## src/rtl/data_mem_arbiter_pkg.sv

```systemverilog
// Shared types and defaults for the data-memory arbiter: widths, FSM state
// encodings and the read-return tag.
package data_mem_arbiter_pkg;

    localparam int DW_DEF           = 16;
    localparam int AW_DEF           = 6;
    localparam int STARVE_LIMIT_DEF = 4;

    typedef logic [DW_DEF-1:0] data_word_t;

    typedef logic [1:0] arb_state_t;
    localparam arb_state_t ST_RUN   = 2'd0;
    localparam arb_state_t ST_FORCE = 2'd1;
    localparam arb_state_t ST_HALT  = 2'd2;

    typedef enum logic [1:0] {
        TAG_NONE = 2'd0,
        TAG_P    = 2'd1,
        TAG_D    = 2'd2
    } rd_tag_t;

    function automatic rd_tag_t read_tag(input logic p_rd, input logic d_rd);
        if (p_rd) begin
            return TAG_P;
        end
        if (d_rd) begin
            return TAG_D;
        end
        return TAG_NONE;
    endfunction

endpackage

```

## src/rtl/data_mem_arbiter_starve_ctr.sv

```systemverilog
// Starvation guard for the debug port: saturating count of consecutive
// denied cycles and a flag telling the arbiter to force D through next.
module arb_starve_ctr
    import data_mem_arbiter_pkg::*;
#(
    parameter int STARVE_LIMIT = STARVE_LIMIT_DEF
) (
    input  logic clk,
    input  logic rst,
    input  logic req_i,
    input  logic gnt_i,
    output logic force_o
);

    localparam int            CW      = (STARVE_LIMIT > 1) ? $clog2(STARVE_LIMIT) : 1;
    localparam logic [CW-1:0] CNT_MAX = CW'(STARVE_LIMIT - 1);

    logic [CW-1:0] cnt_q;
    logic [CW-1:0] cnt_d;

    // NOTE: every signal written in always_comb gets a default first, so no path leaves it unassigned and no latch is inferred.
    always_comb begin
        cnt_d = cnt_q;
        if (!req_i || gnt_i) begin
            cnt_d = '0;
        end else if (cnt_q != CNT_MAX) begin
            cnt_d = cnt_q + CW'(1);
        end
    end

    // The count includes this cycle's denial, so the STARVE_LIMIT-th waiting cycle is the forced one.
    assign force_o = req_i && !gnt_i && (cnt_d == CNT_MAX);

    always_ff @(posedge clk) begin
        if (!rst) begin
            cnt_q <= '0;
        end else begin
            cnt_q <= cnt_d;
        end
    end

endmodule

```

## src/rtl/data_mem_arbiter.sv

```systemverilog
// Arbitrates the single-port data memory between the pipeline (P) and the
// debug loader (D), and steers one-cycle-late read data back to the issuer.
module data_mem_arbiter
    import data_mem_arbiter_pkg::*;
#(
    parameter int DW           = DW_DEF,
    parameter int AW           = AW_DEF,
    parameter int STARVE_LIMIT = STARVE_LIMIT_DEF
) (
    input  logic          clk,
    input  logic          rst,
    input  logic          do_branch,
    input  logic          do_halt,
    input  logic          p_req,
    input  logic          p_we,
    input  logic [AW-1:0] p_addr,
    input  logic [DW-1:0] p_wdata,
    output logic          p_gnt,
    output logic          p_rvalid,
    output logic [DW-1:0] p_rdata,
    input  logic          d_req,
    input  logic          d_we,
    input  logic [AW-1:0] d_addr,
    input  logic [DW-1:0] d_wdata,
    output logic          d_gnt,
    output logic          d_rvalid,
    output logic [DW-1:0] d_rdata,
    output logic          mem_en,
    output logic          mem_we,
    output logic [AW-1:0] mem_addr,
    output logic [DW-1:0] mem_wdata,
    input  logic [DW-1:0] mem_rdata
);

    arb_state_t    state_q;
    arb_state_t    state_d;
    rd_tag_t       rd_tag_q;
    rd_tag_t       rd_tag_d;
    logic [DW-1:0] p_rdata_q;
    logic [DW-1:0] d_rdata_q;
    logic          d_force;

    arb_starve_ctr #(
        .STARVE_LIMIT (STARVE_LIMIT)
    ) u_starve (
        .clk     (clk),
        .rst     (rst),
        .req_i   (d_req),
        .gnt_i   (d_gnt),
        .force_o (d_force)
    );

    // No access is issued while reset is held, so nothing in flight survives it.
    always_comb begin
        p_gnt = 1'b0;
        d_gnt = 1'b0;
        if (rst) begin
            case (state_q)
                ST_RUN: begin
                    p_gnt = p_req && !do_branch && !do_halt;
                    d_gnt = d_req && !p_gnt;
                end
                ST_FORCE: begin
                    d_gnt = d_req;
                    p_gnt = p_req && !d_req && !do_branch && !do_halt;
                end
                ST_HALT: begin
                    d_gnt = d_req;
                end
                default: begin
                    p_gnt = 1'b0;
                    d_gnt = 1'b0;
                end
            endcase
        end
    end

    always_comb begin
        state_d = state_q;
        if (do_halt || (state_q == ST_HALT)) begin
            state_d = ST_HALT;
        end else if (state_q == ST_FORCE) begin
            state_d = ST_RUN;
        end else if (d_force) begin
            state_d = ST_FORCE;
        end
    end

    assign mem_en    = p_gnt || d_gnt;
    assign mem_we    = p_gnt ? p_we    : (d_gnt && d_we);
    assign mem_addr  = p_gnt ? p_addr  : d_addr;
    assign mem_wdata = p_gnt ? p_wdata : d_wdata;

    assign rd_tag_d = read_tag(p_gnt && !p_we, d_gnt && !d_we);

    // A flush in the return cycle still lets the memory read finish but hides it from P.
    assign p_rvalid = rst && (rd_tag_q == TAG_P) && !do_branch;
    assign d_rvalid = rst && (rd_tag_q == TAG_D);
    assign p_rdata  = p_rvalid ? mem_rdata : p_rdata_q;
    assign d_rdata  = d_rvalid ? mem_rdata : d_rdata_q;

    // NOTE: reset is synchronous and active-low; the memory array lives outside, so only control and return registers are cleared.
    always_ff @(posedge clk) begin
        if (!rst) begin
            state_q   <= ST_RUN;
            rd_tag_q  <= TAG_NONE;
            p_rdata_q <= '0;
            d_rdata_q <= '0;
        end else begin
            // NOTE: sequential state uses non-blocking assignments so every register samples pre-edge values.
            state_q   <= state_d;
            rd_tag_q  <= rd_tag_d;
            p_rdata_q <= p_rdata;
            d_rdata_q <= d_rdata;
        end
    end

    grant_exclusive: assert property (@(posedge clk) disable iff (!rst) !(p_gnt && d_gnt));
    halt_blocks_p:   assert property (@(posedge clk) disable iff (!rst) (state_q == ST_HALT) |-> !p_gnt);

endmodule

```

## config.mk

```make
export PLATFORM = sky130hd
export DESIGN_NAME = data_mem_arbiter
export DESIGN_NICKNAME = d
export VERILOG_FILES = /design/src/rtl/data_mem_arbiter_pkg.sv /design/src/rtl/data_mem_arbiter_starve_ctr.sv /design/src/rtl/data_mem_arbiter.sv
export SDC_FILE = /design/constraint.sdc
export NUM_CORES = 1
export LEC_CHECK = 0
export ABC_CLOCK_PERIOD_IN_PS = 2300
export CAP_MARGIN = 20
export CELL_PAD_IN_SITES_DETAIL_PLACEMENT = 1
export CELL_PAD_IN_SITES_GLOBAL_PLACEMENT = 2
export CORE_ASPECT_RATIO = 1.4
export CORE_MARGIN = 2
export CORE_UTILIZATION = 21
export DETAILED_ROUTE_END_ITERATION = 10
export PLACE_DENSITY_LB_ADDON = 0.12
export SETUP_SLACK_MARGIN = 0.02
export SYNTH_ARGS = -nofsm -noshare
export SYNTH_HDL_FRONTEND = slang
export SYNTH_SLANG_ARGS = --single-unit
```

## constraint.sdc

```tcl
create_clock -name clk -period 2.3 [get_ports clk]
set_input_delay 0.46 -clock clk [delete_from_list [all_inputs] [get_ports clk]]
set_output_delay 0.46 -clock clk [all_outputs]
set_load 0.05 [all_outputs]
```

After elaboration in Yosys (flattened, before gate mapping)
Index checks and enable logic that the tools add are counted.
- memory bits (read-only): 0
- RAM bits: 0
- bits in latches: 0
- register bits: 38
- memories kept: 0
- output and inout bits: 60
- add/sub/neg operators: 1
- order comparisons: 0
- $mul: 0
- bitwise operators: 1
- shifts and indexed selects: 0
- reduce and logical (&&, ||, !) cells: 28
- eq/ne operators: 6
- divide/modulo/power cells: 0
- mux-type cells: 21
- operators with widths (operator ; count):
    2-to-1 mux 16 bit ; 3
    2-to-1 mux 2 bit ; 9
    logical AND 1 bit ; 14
    zero test 1 bit ; 7
    == test 2 bit, second input constant ; 3
    2-to-1 mux 1 bit ; 6
    2-to-1 mux 6 bit ; 1
    == test 2 x 1 -> 1 bit, second input constant ; 2
    case mux 1 bit (2 select lines) ; 2
    logical OR 1 bit ; 3
    nonzero test 3 bit ; 1
    OR reduction 3 bit ; 1
    adder 2 x 1 -> 2 bit, second input constant ; 1
    zero test 2 bit ; 1
    inequality test 2 bit, second input constant ; 1
    OR reduction 2 bit ; 1
    NOT 1 bit ; 1

Longest topological paths before layout
- depth in word-level cells: 14
- gate-level depth with buffers: 7

Cells and area by module
A second synthesis with hierarchy kept.
- cells, all modules: 167
- area, all modules: 1979.4 um^2
- by module, submodules not included (module ; seq. area each (um^2) ; cells each ; area each (um^2) ; instances):
    data_mem_arbiter ; 720.7 ; 159 ; 1884.3 ; 1
    arb_starve_ctr ; 40.0 ; 8 ; 95.1 ; 1

Worst setup path before layout
No wires, ideal clock.
- kind: flip-flop to output port
- from: register state_q[1]
- to: output port mem_we
- required time: 1840 ps
- slack: -231 ps
- stages on the path, launching flop included: 7
- arrival time: 2071 ps
- path through: dfxtp_1 > inv_1 > ha_1 > nor2b_1 > o211ai_4 > buf_6 > mux2i_1
- word-level cells in the longest chain between the ends: 6
- elaborated cells on any way between the ends: 10
- those cells by class: eq/ne: 2; mux: 5; reduce/logical: 3
- ends and longest elaborated chain (item ; line ; RTL):
    start: declaration ; data_mem_arbiter.sv:35 ; arb_state_t state_q;
    start signal: assignment ; data_mem_arbiter.sv:111 ; state_q <= state_d;
    == test 2 bit / == test 2 x 1 -> 1 bit (equally long branches) ; data_mem_arbiter.sv:58 ; case (state_q)
    OR reduction 2 bit (no source line) ; -- ;
    case mux 1 bit (2 select lines) ; data_mem_arbiter.sv:58 ;
    2-to-1 mux 1 bit ; data_mem_arbiter.sv:57 ; if (rst) begin
    logical AND 1 bit ; data_mem_arbiter.sv:90 ; assign mem_we = p_gnt ? p_we : (d_gnt && d_we);
    2-to-1 mux 1 bit (*) ; data_mem_arbiter.sv:90 ;
    end: declaration ; data_mem_arbiter.sv:29 ; output logic mem_we,
Every way passes the cells marked *; elsewhere a longest branch is shown, timed or not.

Final worst setup path
- from: register state_q[1]
- to: output port mem_wdata[0]
- word-level cells in the longest chain between the ends: 4
- elaborated cells on any way between the ends: 5
- those cells by class: eq/ne: 1; mux: 3; reduce/logical: 1
- ends and longest elaborated chain (item ; line ; RTL):
    == test 2 x 1 -> 1 bit / zero test 2 bit (equally long branches) ; data_mem_arbiter.sv:58 ;
    case mux 1 bit (2 select lines) (*) ; data_mem_arbiter.sv:58 ;
    2-to-1 mux 1 bit (*) ; data_mem_arbiter.sv:57 ;
    2-to-1 mux 16 bit (*) ; data_mem_arbiter.sv:92 ; assign mem_wdata = p_gnt ? p_wdata : d_wdata;
    end: declaration ; data_mem_arbiter.sv:31 ; output logic [DW-1:0] mem_wdata,
Marked as above.

==> summary.txt <==
Power and ir drop
  – Leakage: 1.93 nW
  – Total power: 2.01 mW
  – Pwr Density: 471 nW/um^2
  – Worst IR Drop VDD: 0.445 mV

Outcome
  – Status: finished with violations
  – Failing checks: setup timing

Logic synthesis
  – Yosys cell types: 31
  – Register area share after synthesis: 37.1%
  – Yosys top cell by area: dfxtp_1
  – Share of the synthesized area in the top cell type: 37.1%
  – Synthesized area per cell: 12.0 sq um
  – Gate count after technology mapping: 171
  – FF+latch count, synth: 38
  – Main synth FF type: dfxtp_1
  – Ys Warns: 0
  – Post-synth EDFFs: 0
  – Synth area leaders: dfxtp_1 (37%), mux2_4 (18%), mux2_2 (14%)
  – Post-synth ARST share: 0%
  – Syn_nets: 243
  – Synthesized cell area: 2050 sq um

Global route
  – Initial antenna violation count: 0
  – First-pass GRT wire length: 10400 um
  – Vias in the first global route: 1953
  – Largest net degree at the start of global routing: 21
  – Total grt overflow: 0
  – Global router's overall resource usage: 12.9%

Clock tree
  – CTS tree: done
  – Worst-path clk slew: 0.05 ns
  – Cts hold-fix bufs: 0
  – CTS Sinks: 38
  – Clk_lat worst skew: 0.28 ns
  – Clock Root Buffer: clkbuf_16
  – Maximum clock path buffer count: 2
  – Htree depth: 2
  – TritonCTS buffer count: 5

Drt
  – Antenna viol nets, final: 0
  – Post-DR wirelength/cell: 15.7 um
  – Drt pass-1 iters: 3
  – # DRC: 0
  – Initial DRC count: 9
  – Vias per cell: 4.26
  – Final wirelength: 6840 um
  – Vias: 1859

STA
  – Fin Setup TNS: -0.787 ns
  – Hold_ws: 0.506 ns
  – Achievable Freq: 420 MHz
  – Post-Route Skew: 0.00351 ns
  – Slew HR: 73.9%
  – Worst-margin pin slew: 0.387 ns
  – Final WS setup: -0.0826 ns
  – Unrepaired setup endpoints after global routing: yes
  – Fin. max-slew vios: 0
  – Final Hold Viols: 0
  – # setup viols final: 16
  – Post-route clock period utilization: 104%
  – Fin crit period: 2.38 ns

Setup path
  – Type of the worst setup path: register to output port
  – Data arrival, critical path: 1.92 ns
  – Critical path, cell by cell: inv_4 > ha_4 > nor2b_4 > o211ai_4 > buf_12 > buf_12 > mux2_4 > buf_12
  – Crit-path max cell delay: 0.35 ns
  – Slowest CP cell: dfxtp_2
  – Critical Path RT: 1.84 ns
  – CP Launch Type: register
  – CP most frequent cell: buf_12
  – CP Capture Type: output port
  – Largest fanout on the critical path: 7

Layout
  – Share of cells above drive strength 1: 52.1%
  – Multi-input logic area: 1240 sq um
  – Most frequent cells in the layout: clkdlybuf4s50_1 (62), buf_12 (40), and2_1 (34), dfxtp_1 (34), buf_4 (30)
  – Most common cell after layout, fill and taps aside: clkdlybuf4s50_1
  – Filler cell count: 994
  – Register Area: 768 sq um
  – Area Overhead vs Synth: 108%
  – Nets: 398
  – # diodes: 0

Place
  – Final HPWL DP: 5370 um
  – Port Buffers: 127
  – Final Wtd Congestion: 0.729

Die
  – Die X-Extent: 87.5 um
  – Die H: 121 um
  – Core area: 9460 sq um
  – Initial Util: 21.7%
  – Die ar.: 10600 sq um
  – # IOs: 128
  – Row cnt: 42

Run
  – Max Cap Viol: 0

Min path
  – Hold WC Path Type: register to register
[metal layers]
layer	global-route usage (%)	up-vias	part of all wire (%)
met5	0	-	0
met4	3.75	0	0.98
met3	4.83	4	11
met1	14.2	859	38
li1	-	889	-
met2	22.6	107	50
[registers in the layout, indices dropped and copies added, names as in the netlist]
signal	cells
rd_tag_q	2
state_q	2
d_rdata_q	16
p_rdata_q	16
u_starve.cnt_q	2
[final timing paths]
kind,end,from,cells after the start,slack [ns]
worst max-delay path,mem_wdata[0],state_q[1]$_SDFFE_PN0P_,8,-0.08
worst min-delay path,u_starve.cnt_q[1]$_SDFF_PN0_,u_starve.cnt_q[0]$_SDFF_PN0_,2,0.51
worst max register to register,state_q[1]$_SDFFE_PN0P_,state_q[0]$_SDFFE_PP0P_,5,0.56
worst min register to register,u_starve.cnt_q[1]$_SDFF_PN0_,u_starve.cnt_q[0]$_SDFF_PN0_,2,0.51
[cells in the mapped netlist, drive strengths merged, types with 2 or more instances]
master  number
buf          6
mux2        54
inv          6
nand3        2
nor3         2
and2        34
clkbuf       3
ha           4
nand2        2
nor2         3
dfxtp       38
nor2b        2
and2b        2
[where the power goes]
group	total (mW)	internal, mW	switching [mW]	leakage [nW]
sequential	0.671	0.667	0.00429	0.309
clock	0.787	0.535	0.252	0.0829
combinational	0.553	0.304	0.248	1.54
total	2.01	1.51	0.505	1.93
[through the flow]
step                util (%)  instances  area (sq um)  setup WS [ns]
detailed placement      41.1        418          3880         -0.339
global placement        41.1        418          3880         -0.356
finish                  45.1        436          4260        -0.0826
CTS                     45.1        434          4260         -0.117
floorplan                  -        171          2060          0.112
global route            45.1        436          4260         -0.142
[cell families after synthesis]
family | share of synthesized area, %
AOI/OAI and AO/OA | 3.29
adders and majority gates | 2.44
buffers and inverters | 5.06
DFF | 37.1
muxes | 34.7
and+or+nand+nor | 17.4
[critical path: cells and delay by family (launching register included)]
| kind | cells | cell delay [ns] |
|---|---|---|
| muxes | 1 | 0.31 |
| and+or+nand+nor | 1 | 0.12 |
| adders and majority gates | 1 | 0.15 |
| buffers and inverters | 4 | 0.49 |
| DFF | 1 | 0.35 |
| AOI/OAI and AO/OA | 1 | 0.22 |
[cell type report]
type / instances / share of cell area (%)
Clock buffer: 6 / 3.26
Inverter: 6 / 0.587
Multi-Input combinational cell: 118 / 29.2
Tap cell: 110 / 3.23
Timing Repair Buffer: 157 / 45.0
Sequential cell: 38 / 18.0
Clock inverter: 1 / 0.704
[timing repair]
action | 4_1_cts | 5_1_grt
setup endpoints to repair | 60 | 42
cloned | 2 | 0
resized for setup | 43 | 11
buffers inserted | 7 | 3
pin swaps | 7 | 3
Note: power is estimated with default switching activity, not from simulation.
==> variant 1 (same settings) <==
`d_rdata_q` no longer has a reset.
--- a/src/rtl/data_mem_arbiter.sv
+++ b/src/rtl/data_mem_arbiter.sv
@@ -105,14 +105,16 @@
             state_q   <= ST_RUN;
             rd_tag_q  <= TAG_NONE;
             p_rdata_q <= '0;
-            d_rdata_q <= '0;
         end else begin
             // NOTE: sequential state uses non-blocking assignments so every register samples pre-edge values.
             state_q   <= state_d;
             rd_tag_q  <= rd_tag_d;
             p_rdata_q <= p_rdata;
-            d_rdata_q <= d_rdata;
         end
+    end
+
+    always_ff @(posedge clk) begin
+        d_rdata_q <= d_rdata;
     end
 
     grant_exclusive: assert property (@(posedge clk) disable iff (!rst) !(p_gnt && d_gnt));
Formal check against the unedited RTL: differs if rst is asserted again (counterexample within 4 cycles, from zero or initial values and one cycle with rst low); with rst held inactive, the same outputs for 10 cycles.
==> variant 1 against the original RTL <==
  * Sequential cell count did not move
  * Register-to-register slack better by 0.07 ns
  * Highest routed layer unchanged
  * Routed wire length down 9.7%
  * The flow still finishes with violations (negative setup slack)
  * Count of clock-buffer cells in the layout did not move
  * Critical path depth fell by 1
  * Core utilization is 3.9 points higher
  * Non-clock buffer count fell by 9
  * Synthesized area shrank 8.8%
  * Worst hold slack worse by 0.0085 ns
  * Cell area is 1.1% lower
  * Setup slack improved by 0.041 ns
Power is not compared: it rests on default switching activity, and its combinational part moved more than twofold at a synthesized area within 25%.
==> variant 1: results (changes against the original RTL) <==
stage	metric	value	unit	change
global_routing	grt_pass1_wl	9.71	mm	was 10.4 mm
worst_setup_path	max_stage_delay	0.35	ns	about the same
synthesis	synth.area.top_cells	dfxtp_1, mux2_2, mux2_4		was dfxtp_1, mux2_4, mux2_2
place	io_buffers	127		unchanged
global_routing	grt_max_degree	12		was 21
synthesis	avgSynthCellArea	12.2	sq um	was 12.0 sq um
timing	max-slew-margin-rel	0.763		was 0.739
cells_and_area	reg_top3	d_rdata_q (16), p_rdata_q (16)		unchanged
place	place_area	3670	sq um	was 3880 sq um
power_and_ir_drop	vdd_drop_max	0.437	mV	
worst_setup_path	crit_arrival	1.88	ns	was 1.92 ns
clock_tree	clockBufferDepth	2		unchanged
synthesis	ys_top_cells_by_count	mux2_2, dfxtp_1, and2_1		was dfxtp_1, and2_1, mux2_2
synthesis	syn-num-nets	225		was 243
timing	finalSetupTns	-0.704	ns	was -0.787 ns
detailed_routing	viasPerCell	4.23		was 4.26
worst_setup_path	critPathMaxFanout	6		was 7
detailed_routing	routed_wl	6.17	mm	was 6.84 mm
cells_and_area	nets	373		was 398
place	place_congestion	0.688		was 0.729
worst_setup_path	critical-path-top-delay-family	buffers and inverters		unchanged
synthesis	yosysWarnings	0		unchanged
detailed_routing	drt-initial-drc-count	21		was 9
detailed_routing	drcViolationCount	0		unchanged
power_and_ir_drop	p_per_area	614	nW/um^2	
cells_and_area	num-fill-cells	889		was 994
place	pre_cts_ws	-0.276	ns	was -0.339 ns
worst_setup_path	critPathSlowestCell	dfxtp_2		unchanged
synthesis	ys_seq_area_frac	0.407		was 0.371
power_and_ir_drop	power.leakage	1.83	nW	
global_routing	grt_antenna_before_repair	0		unchanged
cells_and_area	drive_gt1_frac	0.537		was 0.521
synthesis	synthDistinctLibCells	31		unchanged
global_routing	grt_use_met3	0.0534		was 0.0483
place	dp_hpwl	4.88	mm	was 5.37 mm
detailed_routing	detail_route.first_pass.iterations	3		unchanged
clock_tree	clock_latency	0.27	ns	
power_and_ir_drop	power_switching	838	uW	
synthesis	synth_async_sr_flop_share	0		unchanged
timing	setup_viol_count_final	20		was 16
global_routing	grt_usage	0.127		was 0.129
worst_setup_path	path_class	reg -> out		unchanged
place	dp.cells	391		was 418
clock_tree	ctsRootBufferMaster	clkbuf_16		unchanged
timing	setup_slack	-0.0416	ns	was -0.0826 ns
worst_hold_path	hold_path.class	reg -> reg		unchanged
cells_and_area	diodes	0		unchanged
outcome	violations	negative setup slack		unchanged
clock_tree	cts_htree_levels	2		unchanged
timing	skew	0.00253	ns	was 0.00351 ns
global_routing	met2_usage	0.238		was 0.226
global_routing	grt_use_met1	0.125		was 0.142
global_routing	grt_pass1_vias	1966		was 1,953
synthesis	ys.flop_type	dfxtp_1		unchanged
detailed_routing	post_drt_wl_per_cell	15.2	um	was 15.7 um
outcome	status	finished, violations left		unchanged
-- variant 1: cell families (layout without fill, tap and decap cells) --
| group | count (synthesis) | in the layout | share of synthesized area |
|---|---|---|---|
| compound gates | 6 | 6 | 0.0361 |
| buf+inv | 13 | 160 | 0.0475 |
| simple gates | 37 | 37 | 0.134 |
| fa+ha+maj | 4 | 4 | 0.0268 |
| flops | 38 | 38 | 0.407 |
| mux | 55 | 55 | 0.348 |
-- variant 1: area by class of cell --
cell class	count	area, sq um	area share
clock buffer	6	139	0.0329
inverter	6	27.5	0.00653
multi-input combinational	102	1180	0.279
sequential	38	766	0.182
tap	105	131	0.0312
timing repair buffer	148	1980	0.469
-- variant 1: path summary, 6_finish.rpt --
kind | startpoint | endpoint | slack (ns) | cells past startpoint
worst max-delay path | state_q[1] | mem_wdata[9] | -0.04 | 7
worst min register to register | u_starve.cnt_q[0] | u_starve.cnt_q[1] | 0.50 | 2
worst min-delay path | u_starve.cnt_q[0] | u_starve.cnt_q[1] | 0.50 | 2
worst max register to register | state_q[0] | state_q[1] | 0.63 | 5
-- variant 1: routing by layer --
layer / vias up / share of wire
li1: 821 / -
met1: 779 / 0.34
met2: 107 / 0.53
met3: 6 / 0.11
met4: 0 / 0.017
met5: - / 0
-- variant 1: timing repair --
| item | CTS | global route |
|---|---|---|
| resized for setup | 82 | 16 |
| gates cloned | 2 | 1 |
| endpoints found under the setup margin | 59 | 42 |
| pin swaps | 6 | 4 |
| hold endpoints to repair | 0 | 0 |
| hold buffers | 0 | 0 |
| buffers inserted | 7 | 1 |
-- variant 1: power by group through the flow --
stage	clock [mW]	combinational [mW]	sequential, mW
after floorplan	0	0.549	0.768
after global placement	0	1.12	0.771
after detailed placement	0	1.12	0.776
after CTS	0.678	1.18	0.761
after global routing	0.706	1.22	0.768
final	0.652	1.18	0.760
==> variant 2 (same settings) <==
Made on the original files. `DW_DEF`: 16 -> 24.
--- a/src/rtl/data_mem_arbiter_pkg.sv
+++ b/src/rtl/data_mem_arbiter_pkg.sv
@@ -2,7 +2,7 @@
 // encodings and the read-return tag.
 package data_mem_arbiter_pkg;
 
-    localparam int DW_DEF           = 16;
+    localparam int DW_DEF           = 24;
     localparam int AW_DEF           = 6;
     localparam int STARVE_LIMIT_DEF = 4;
 
Ports: changed (6 resized); port bits go from 128 to 176. The function was not compared with the original's and may differ.
==> variant 2 against the original RTL <==
  * The flow still finishes with violations (negative setup slack)
  * Routed wire length grew 39%
  * Global-route usage increased by 0.74 points
  * Sequential cell count increased by 16
  * Non-clock buffer count increased by 48
  * Core utilization hardly changed
  * Setup slack got worse by 0.059 ns
  * Critical path depth is 1 higher
  * Total power rose by 21%
  * Cell area grew 36%
  * Maximum frequency is 2.4% lower
  * Synthesized area is 34% higher
  * Critical path type unchanged
  * Critical endpoint is now mem_wdata[20]
==> variant 2: results (changes against the original RTL) <==
stage	metric	value	unit	change
detailed_routing	routed_wl	9.53	mm	was 6.84 mm
global_routing	grt_pass1_wl	14.8	mm	was 10.4 mm
synthesis	synth-compound-area-share	0.0227		was 0.0329
global_routing	grt_max_degree	36		was 21
global_routing	met2_usage	0.255		was 0.226
synthesis	synth_fa_ha_area_frac	0.0181		was 0.0244
synthesis	synthMuxAreaShare	0.348		was 0.347
synthesis	ys_seq_area_frac	0.392		was 0.371
place	place_congestion	0.693		was 0.729
synthesis	yosysWarnings	0		unchanged
cells_and_area	drive_gt1_frac	0.513		was 0.521
cells_and_area	reg_top3	d_rdata_q (24), p_rdata_q (24)		was d_rdata_q (16), p_rdata_q (16)
detailed_routing	drt-initial-drc-count	21		was 9
power_and_ir_drop	vdd_drop_max	0.265	mV	was 0.445 mV
timing	max-slew-margin-rel	0.729		was 0.739
detailed_routing	wl_met1	3.27	mm	was 2.59 mm
worst_setup_path	critPathMaxFanout	6		was 7
timing	skew	0.00284	ns	was 0.00351 ns
power_and_ir_drop	power.leakage	2.60	nW	was 1.93 nW
global_routing	grt_use_met1	0.137		was 0.142
detailed_routing	routed.top_layer	met4		unchanged
clock_tree	clockBufferDepth	2		unchanged
global_routing	grt_usage	0.136		was 0.129
place	dp_hpwl	6.95	mm	was 5.37 mm
detailed_routing	vias	2480		was 1,859
outcome	violations	negative setup slack		unchanged
power_and_ir_drop	p_int	1.77	mW	was 1.51 mW
worst_setup_path	critPathSlowestCell	dfxtp_2		unchanged
worst_setup_path	crit_arrival	1.98	ns	was 1.92 ns
timing	finalSetupTns	-2.60	ns	was -0.787 ns
outcome	status	finished, violations left		unchanged
synthesis	syn-num-nets	328		was 243
synthesis	ys_top_cells_by_count	dfxtp_1, mux2_2, and2_1		was dfxtp_1, and2_1, mux2_2
clock_tree	clkTransAtPathRegs	0.07	ns	was 0.05 ns
synthesis	synth.area.top_cells	dfxtp_1, mux2_2, and2_1		was dfxtp_1, mux2_4, mux2_2
place	pre_cts_ws	-0.348	ns	was -0.339 ns
global_routing	grt_use_met3	0.0502		was 0.0483
synthesis	synthDistinctLibCells	33		was 31
detailed_routing	route.met2.wl	5.21	mm	was 3.44 mm
detailed_routing	wl_met3	932	um	was 738 um
timing	setup_viol_count_final	32		was 16
worst_hold_path	hold_path.class	reg -> reg		unchanged
place	io_buffers	175		was 127
cells_and_area	nets	526		was 398
timing	setup_slack	-0.141	ns	was -0.0826 ns
## variant 2: cell count changes after synthesis, moves of 2 or more
cell      delta
buf_4        +2
and2_4       +3
dfxtp_1     +16
mux2_1       +2
and2_1      +12
clkbuf_1     +2
mux2_4       -6
mux2_2      +28
## variant 2: power by group through the flow
| stage | Combinational, mW | Sequential, mW | Clock [mW] |
|---|---|---|---|
| floorplan | 0.297 | 0.971 | 0 |
| global placement | 0.617 | 0.973 | 0 |
| detailed placement | 0.620 | 0.973 | 0 |
| CTS | 0.717 | 0.950 | 0.814 |
| global route | 0.758 | 0.951 | 0.835 |
| finish | 0.721 | 0.950 | 0.762 |
## variant 2: path summary, 6_finish.rpt
kind | start | endpoint | slack (ns) | cells after the start
setup / recovery | state_q[1] | mem_wdata[20] | -0.14 | 9
hold / removal | u_starve.cnt_q[0] | u_starve.cnt_q[1] | 0.49 | 2
setup reg to reg | state_q[0] | state_q[0] | 0.47 | 8
hold reg to reg | u_starve.cnt_q[0] | u_starve.cnt_q[1] | 0.49 | 2
## variant 2: per-stage QoR
stage	cell area, sq um	hold WS [ns]	utilization	cells
after global routing	5780	0.558	0.451	584
after detailed placement	4880	0.482	0.381	562
final	5780	0.495	0.451	584
after CTS	5700	0.499	0.445	585
after global placement	4880	0.476	0.381	562
after floorplan	2760	0.464	-	232
## variant 2: timing repair
action | CTS | global route
setup buffers | 11 | 1
hold buffers | 0 | 0
endpoints found under the setup margin | 82 | 48
pin swaps | 5 | 4
resized for setup | 137 | 35
cloned | 4 | 1
endpoints found under the hold margin | 0 | 0
## variant 2: final cells by class
cell class,instances,area (sq um)
inverters,6,22.5
multi-input cells,158,1720
repair buffers,205,2610
fillers,1325,7030
clock buffers,7,143
flip-flops and latches,54,1090
clock inverters,1,5.00
well taps,153,191
